===== src/rtl/go_pkg.sv =====
// rtl/go_pkg.sv - shared Go board types, move-field helpers and sequencer states
package go_pkg;

  localparam int BOARD_N = 9;

  typedef enum logic [1:0] {
    EMPTY = 2'b00,
    BLACK = 2'b01,
    WHITE = 2'b10
  } cell_t;

  typedef enum logic {
    PLAYER_BLACK = 1'b0,
    PLAYER_WHITE = 1'b1
  } player_t;

  typedef enum logic [5:0] {
    WAIT_MOVE = 6'b000001,
    CHECK     = 6'b000010,
    WRITE     = 6'b000100,
    CAPTURE   = 6'b001000,
    SWITCH    = 6'b010000,
    GAME_OVER = 6'b100000
  } seq_state_t;

  function automatic logic [3:0] move_row(input logic [7:0] m);
    return m[7:4];
  endfunction

  function automatic logic [3:0] move_col(input logic [7:0] m);
    return m[3:0];
  endfunction

endpackage


===== src/rtl/turn_sequencer_if.sv =====
// rtl/turn_sequencer_if.sv - player-side move/pass/grant signals of the turn sequencer
interface turn_sequencer_if;
  logic [1:0] move_valid;
  logic [7:0] move_in0;
  logic [7:0] move_in1;
  logic [1:0] pass_in;
  logic [1:0] my_turn;
  logic       illegal;
  logic       timeout;

  modport master (
    output move_valid, move_in0, move_in1, pass_in,
    input  my_turn, illegal, timeout
  );

  modport slave (
    input  move_valid, move_in0, move_in1, pass_in,
    output my_turn, illegal, timeout
  );
endinterface


===== src/rtl/turn_timer.sv =====
// rtl/turn_timer.sv - per-turn idle counter; expire is high on the TIMEOUT_CYCLES-1 count
module turn_timer #(
  parameter logic [31:0] TIMEOUT_CYCLES = 32'd100_000_000
) (
  input  logic clk_in,
  input  logic reset,
  input  logic load,
  input  logic enable,
  output logic expire
);

  logic [31:0] count;

  // Counting stops at expiry so the 32-bit counter can never wrap past the compare.
  always_ff @(posedge clk_in) begin
    if (reset || load) begin
      count <= '0;
    end else if (enable && !expire) begin
      count <= count + 32'd1;
    end
  end

  assign expire = enable && (count == TIMEOUT_CYCLES - 32'd1);

endmodule


===== src/rtl/turn_sequencer.sv =====
// rtl/turn_sequencer.sv - grants turns, validates and commits moves, detects end of game; TURN_TIMEOUT_EN adds forced passes
module turn_sequencer
  import go_pkg::*;
#(
  parameter logic [31:0] TIMEOUT_CYCLES = 32'd100_000_000
) (
  input  logic                  clk_in,
  input  logic                  reset,
  turn_sequencer_if.slave       pif,
  input  logic [8:0][8:0][1:0]  board,
  input  logic                  capture_done,
  output logic                  board_we,
  output logic [3:0]            board_row,
  output logic [3:0]            board_col,
  output logic [1:0]            board_val,
  output logic                  capture_start,
  output logic                  game_over,
  output logic                  cur_player,
  output logic [7:0]            move_count
);

  seq_state_t state, state_nxt;
  player_t    cur_q;
  logic       pass_streak;
  logic [7:0] move_q;
  logic       legal_q;
  logic       capture_start_q;
  logic [7:0] move_count_q;
  logic       timeout_hit;
  logic [7:0] cur_move;
  logic       cur_valid;
  logic       cur_pass;
  logic       legal_now;

`ifdef TURN_TIMEOUT_EN
  turn_timer #(.TIMEOUT_CYCLES(TIMEOUT_CYCLES)) u_timer (
    .clk_in (clk_in),
    .reset  (reset),
    .load   (state != WAIT_MOVE),
    .enable (state == WAIT_MOVE),
    .expire (timeout_hit)
  );
`else
  assign timeout_hit = 1'b0;
`endif

  assign cur_move  = (cur_q == PLAYER_WHITE) ? pif.move_in1 : pif.move_in0;
  assign cur_valid = pif.move_valid[cur_q];
  assign cur_pass  = pif.pass_in[cur_q] || timeout_hit;

  // Legality is judged while the move is latched so CHECK decodes only registered state.
  always_comb begin
    legal_now = 1'b0;
    if (move_row(cur_move) < 4'(BOARD_N) && move_col(cur_move) < 4'(BOARD_N)) begin
      legal_now = (board[move_row(cur_move)][move_col(cur_move)] == EMPTY);
    end
  end

  always_ff @(posedge clk_in) begin
    if (reset) begin
      state <= WAIT_MOVE;
    end else begin
      state <= state_nxt;
    end
  end

  always_comb begin
    state_nxt = state;
    unique case (state)
      WAIT_MOVE: begin
        if (cur_pass) begin
          state_nxt = pass_streak ? GAME_OVER : SWITCH;
        end else if (cur_valid) begin
          state_nxt = CHECK;
        end
      end
      CHECK:     state_nxt = legal_q ? WRITE : WAIT_MOVE;
      WRITE:     state_nxt = CAPTURE;
      CAPTURE:   if (capture_done) state_nxt = SWITCH;
      SWITCH:    state_nxt = WAIT_MOVE;
      GAME_OVER: state_nxt = GAME_OVER;
      default:   state_nxt = WAIT_MOVE;
    endcase
  end

  always_ff @(posedge clk_in) begin
    if (reset) begin
      cur_q           <= PLAYER_BLACK;
      pass_streak     <= 1'b0;
      move_q          <= '0;
      legal_q         <= 1'b0;
      capture_start_q <= 1'b0;
      move_count_q    <= '0;
    end else begin
      capture_start_q <= (state == WRITE);
      if (state == WAIT_MOVE) begin
        if (cur_pass) begin
          pass_streak <= 1'b1;
        end else if (cur_valid) begin
          move_q  <= cur_move;
          legal_q <= legal_now;
        end
      end
      if (state == WRITE) begin
        pass_streak <= 1'b0;
        if (move_count_q != 8'hFF) begin
          move_count_q <= move_count_q + 8'd1;
        end
      end
      if (state == SWITCH) begin
        cur_q <= (cur_q == PLAYER_WHITE) ? PLAYER_BLACK : PLAYER_WHITE;
      end
    end
  end

  assign pif.my_turn  = (state != WAIT_MOVE) ? 2'b00 :
                        (cur_q == PLAYER_WHITE) ? 2'b10 : 2'b01;
  assign pif.illegal  = (state == CHECK) && !legal_q;
  assign pif.timeout  = timeout_hit;
  assign board_we     = (state == WRITE);
  assign board_row    = move_row(move_q);
  assign board_col    = move_col(move_q);
  assign board_val    = (cur_q == PLAYER_WHITE) ? WHITE : BLACK;
  assign capture_start = capture_start_q;
  assign game_over    = (state == GAME_OVER);
  assign cur_player   = cur_q;
  assign move_count   = move_count_q;

endmodule


===== src/flat_wrapper.sv =====
// flat-port wrapper written by rule: the top's interface ports become plain ports
module turn_sequencer_flat import go_pkg::*;
#(
  parameter logic [31:0] TIMEOUT_CYCLES = 32'd100_000_000
)
  (clk_in, reset, board, capture_done, board_we, board_row, board_col, board_val, capture_start, game_over, cur_player, move_count, pif_move_valid, pif_move_in0, pif_move_in1, pif_pass_in, pif_my_turn, pif_illegal, pif_timeout);
  turn_sequencer_if pif_i ();
  input  logic clk_in;
  input  logic reset;
  input  logic [8:0][8:0][1:0] board;
  input  logic capture_done;
  output logic board_we;
  output logic [3:0] board_row;
  output logic [3:0] board_col;
  output logic [1:0] board_val;
  output logic capture_start;
  output logic game_over;
  output logic cur_player;
  output logic [7:0] move_count;
  input wire logic [$bits(pif_i.move_valid)-1:0] pif_move_valid;
  input wire logic [$bits(pif_i.move_in0)-1:0] pif_move_in0;
  input wire logic [$bits(pif_i.move_in1)-1:0] pif_move_in1;
  input wire logic [$bits(pif_i.pass_in)-1:0] pif_pass_in;
  output wire logic [$bits(pif_i.my_turn)-1:0] pif_my_turn;
  output wire logic [$bits(pif_i.illegal)-1:0] pif_illegal;
  output wire logic [$bits(pif_i.timeout)-1:0] pif_timeout;
  assign pif_i.move_valid = pif_move_valid;
  assign pif_i.move_in0 = pif_move_in0;
  assign pif_i.move_in1 = pif_move_in1;
  assign pif_i.pass_in = pif_pass_in;
  assign pif_my_turn = pif_i.my_turn;
  assign pif_illegal = pif_i.illegal;
  assign pif_timeout = pif_i.timeout;
  turn_sequencer #(.TIMEOUT_CYCLES(TIMEOUT_CYCLES)) u_core (.clk_in(clk_in), .reset(reset), .pif(pif_i), .board(board), .capture_done(capture_done), .board_we(board_we), .board_row(board_row), .board_col(board_col), .board_val(board_val), .capture_start(capture_start), .game_over(game_over), .cur_player(cur_player), .move_count(move_count));
endmodule

===== config.mk =====
export PLATFORM = sky130hd
export DESIGN_NAME = turn_sequencer_flat
export DESIGN_NICKNAME = d
export VERILOG_FILES = /design/src/rtl/go_pkg.sv /design/src/rtl/turn_sequencer_if.sv /design/src/rtl/turn_timer.sv /design/src/rtl/turn_sequencer.sv /design/src/flat_wrapper.sv
export SDC_FILE = /design/constraint.sdc
export NUM_CORES = 1
export LEC_CHECK = 0
export CAP_MARGIN = 5
export CELL_PAD_IN_SITES_DETAIL_PLACEMENT = 0
export CELL_PAD_IN_SITES_GLOBAL_PLACEMENT = 2
export CORE_MARGIN = 5
export CORE_UTILIZATION = 16
export CTS_CLUSTER_DIAMETER = 40
export CTS_CLUSTER_SIZE = 28
export DETAILED_ROUTE_END_ITERATION = 10
export GPL_TIMING_DRIVEN = 0
export PLACE_DENSITY_LB_ADDON = 0.1
export SETUP_SLACK_MARGIN = 0.02
export SLEW_MARGIN = 15
export SYNTH_ARGS = -nofsm -noshare
export SYNTH_HDL_FRONTEND = slang
export SYNTH_HIERARCHICAL = 1
export SYNTH_SLANG_ARGS = --single-unit

===== constraint.sdc =====
create_clock -name clk_in -period 3.9 [get_ports clk_in]
set_input_delay 0.585 -clock clk_in [delete_from_list [all_inputs] [get_ports clk_in]]
set_output_delay 0.585 -clock clk_in [all_outputs]
set_load 0.1 [all_outputs]

==> out/qor.yml <==
min_path:
  holdCritPathClass: "flip-flop to flip-flop"
placement:
  io_buffer_count: 209
  dp.cells: 690
  hpwl_mm: 11.41
  place_congestion: 0.8409
  dp_slack_ns: 0.6617
clocking:
  numCtsBuffers: 3
  clk_pin_slew_ns: 0.07
  cts-resized-gates: 0
  clock_sinks: 26
  tritoncts: "done"
  post_cts_buffers: 0
  cts_htree_levels: 1
  cts_hold_buf: 0
  clock_latency_ns: 0.26
  clockRootBuffer: "clkbuf_16"
  clockBufferDepth: 2
timing:
  clock_skew_ns: 0.002878
  hold_viol: 0
  slew_headroom_pct: 32.35
  min_period_ns: 3.180
  rsz0062_at_grt: "no"
  max_clock_freq_mhz: 314.4
  max_slew.worst_pin.slew_ns: 1.012
  finalSetupTns_ns: 0
  setup_viol: 0
  fin_crit_sh_pct: 81.55
  fin_ws_ns: 0.7195
  slew_violations: 0
cells_and_area:
  nNetsFinal: 701
  fill_cells: 1520
  syn2layout_area_growth_pct: 105.8
  drive_above_1_share_pct: 6.809
  finalNonFillerCells: 694
  final_core_util_pct: 33.82
  n_antenna_cell: 0
floorplan:
  ios: 211
  die_h_um: 129.6
  die_w_um: 129.6
  core_um2: 13930
  rows: 43
  initial_core_util_pct: 16.43
  dieArea_um2: 16800
synthesis:
  ys.flop_type: "dfxtp_1"
  synth.area.top_cells: "dfxtp_1 23%, nor3_1 9.0%, nor2_1 8.7%"
  syn_avg_cell_area_um2: 7.607
  synth-seq-cells: 26
  syn_area_um2: 2290
  synthTopCellsByCount: "53 x nor2_1, 41 x nor3_1, 26 x dfxtp_1"
  yosysUniqueCellTypes: 56
  yosys_warnings: 6
  syn-num-nets: 487
  ys_seq_area_share_pct: 22.73
  synth_top_area_share_pct: 22.73
  synth_edf_count: 0
  syn_inst: 301
  synthArstFlopShare_pct: 0
  synthMostInstantiatedCell: "nor2_1"
  synth_top_area_cell: "dfxtp_1"
global_routing:
  grt_first_pass_wirelength_mm: 19.53
  grt_use_total_pct: 15.10
  grt_max_degree: 16
  grt_antenna_before_repair: 1
  first_global_vias: 3469
  gr-total-overflow: 0
status:
  status: "finished clean"
route:
  drc: 0
  wl_mm: 12.91
  num_vias: 3172
  via_per_inst: 4.571
  wl_per_cell_um: 18.60
  drt_first_pass_iters: 4
  ant_nets: 0
  drt_iter0_markers: 119
power_and_ir_drop:
  peakVddDrop_mv: 0.1532
  p_per_area_nw_per_um2: 242.6
  finalPower_mw: 1.143
  leakagePower_nw: 1.616
setup_path:
  worstPathRequired_ns: 3.31
  path_class: "flip-flop to primary output"
  endpoint_kind: "primary output"
  crit_path_start_kind: "flip-flop"
  crit_arrival_ns: 2.60
  cp_max_fo: 8
run:
  cap_violations: 0
-- through the flow --
stage	hold slack (ns)	area (um^2)
after floorplan	0.4453	2290
after global placement	0.4610	4607
after detailed placement	0.4668	4607
after CTS	0.4762	4712
after global routing	0.5286	4712
final	0.4802	4712
-- path summary, 6_finish.rpt --
path,start,endpoint,slack (ns),cells past startpoint
worst max-delay path,u_core/state[3]$_SDFFE_PP0P_,pif_my_turn[0],0.72,4
worst min-delay path,u_core/pass_streak$_SDFFE_PP0P_,u_core/state[5]$_SDFFE_PP0P_,0.48,2
worst max register to register,u_core/cur_player$_SDFFE_PP0N_,u_core/legal_q$_SDFFE_PP0P_,1.23,8
worst min register to register,u_core/pass_streak$_SDFFE_PP0P_,u_core/state[5]$_SDFFE_PP0P_,0.48,2
-- report_power, final --
| group | internal, mW | total, mW | switching [mW] |
|---|---|---|---|
| registers | 0.282 | 0.294 | 0.0119 |
| clock network | 0.204 | 0.302 | 0.0980 |
| logic | 0.266 | 0.547 | 0.281 |
| total | 0.752 | 1.14 | 0.391 |
-- cells by family after synthesis --
logic type / Yosys count / share of synthesized area, %
flip-flops: 26 / 22.73
other: 1 / 0.1638
XOR/XNOR: 6 / 2.295
multiplexers: 23 / 12.40
AND/OR/NAND/NOR: 152 / 33.12
AO/OA/AOI/OAI: 69 / 22.79
buffers and inverters: 23 / 5.956
adder cells (fa/ha/maj): 1 / 0.5464
-- cells in the final DEF, fill, tap and decap left out, types with 2 or more instances in the layout --
master and instances:
nor2_1 53, o311ai_0 12, o211ai_1 3, nand4_1 6, dfxtp_1 26, a32oi_1 2
or3_1 18, mux2_2 5, clkbuf_1 7, clkdlybuf4s50_1 209, a211oi_1 7, nor2_2 2
buf_4 2, mux4_2 3, nor4_1 5, xor2_1 4, nand2_1 11, o31ai_1 2
mux2i_1 13, buf_2 7, nor2b_1 2, inv_1 3, buf_6 2, o21ai_0 15
xnor2_1 2, and2_1 2, o22ai_1 2, nor3_1 41, a21oi_1 8, nand3b_1 5
clkbuf_16 3, o311ai_1 4, mux2_4 2
-- metal layers --
layer | global-route usage [%] | share of wire [%] | vias to the layer above
li1 | - | - | 1578
met1 | 17.27 | 39 | 1437
met2 | 27.57 | 51 | 142
met3 | 4.782 | 8.5 | 13
met4 | 3.056 | 1.2 | 2
met5 | 0 | 0.085 | -
-- registers in the layout, summed over array words and instances (netlist names) --
name and count:
u_core/legal_q 1, u_core/move_count 8, u_core/move_q 8, u_core/cur_player 1, u_core/state 6, u_core/capture_start 1, u_core/pass_streak 1
-- area by class of cell --
cell class              count  area (um^2)  area share, %
clock buffers               3        75.07          1.593
repair buffers            209         2092          44.40
multi-input cells         252         1633          34.65
clock inverters             1        30.03         0.6373
well taps                 180        225.2          4.780
inverters                   4        17.52         0.3717
plain buffers              19        118.9          2.523
flip-flops and latches     26        520.5          11.05
-- critical path, stage by stage, from the launching register on --
cell,delay [ns]
dfxtp_1,0.34
nor4_1,0.36
nand3b_1,0.33
nor2_1,0.17
clkdlybuf4s50_1,1.14
(Power assumes the default switching activity.)
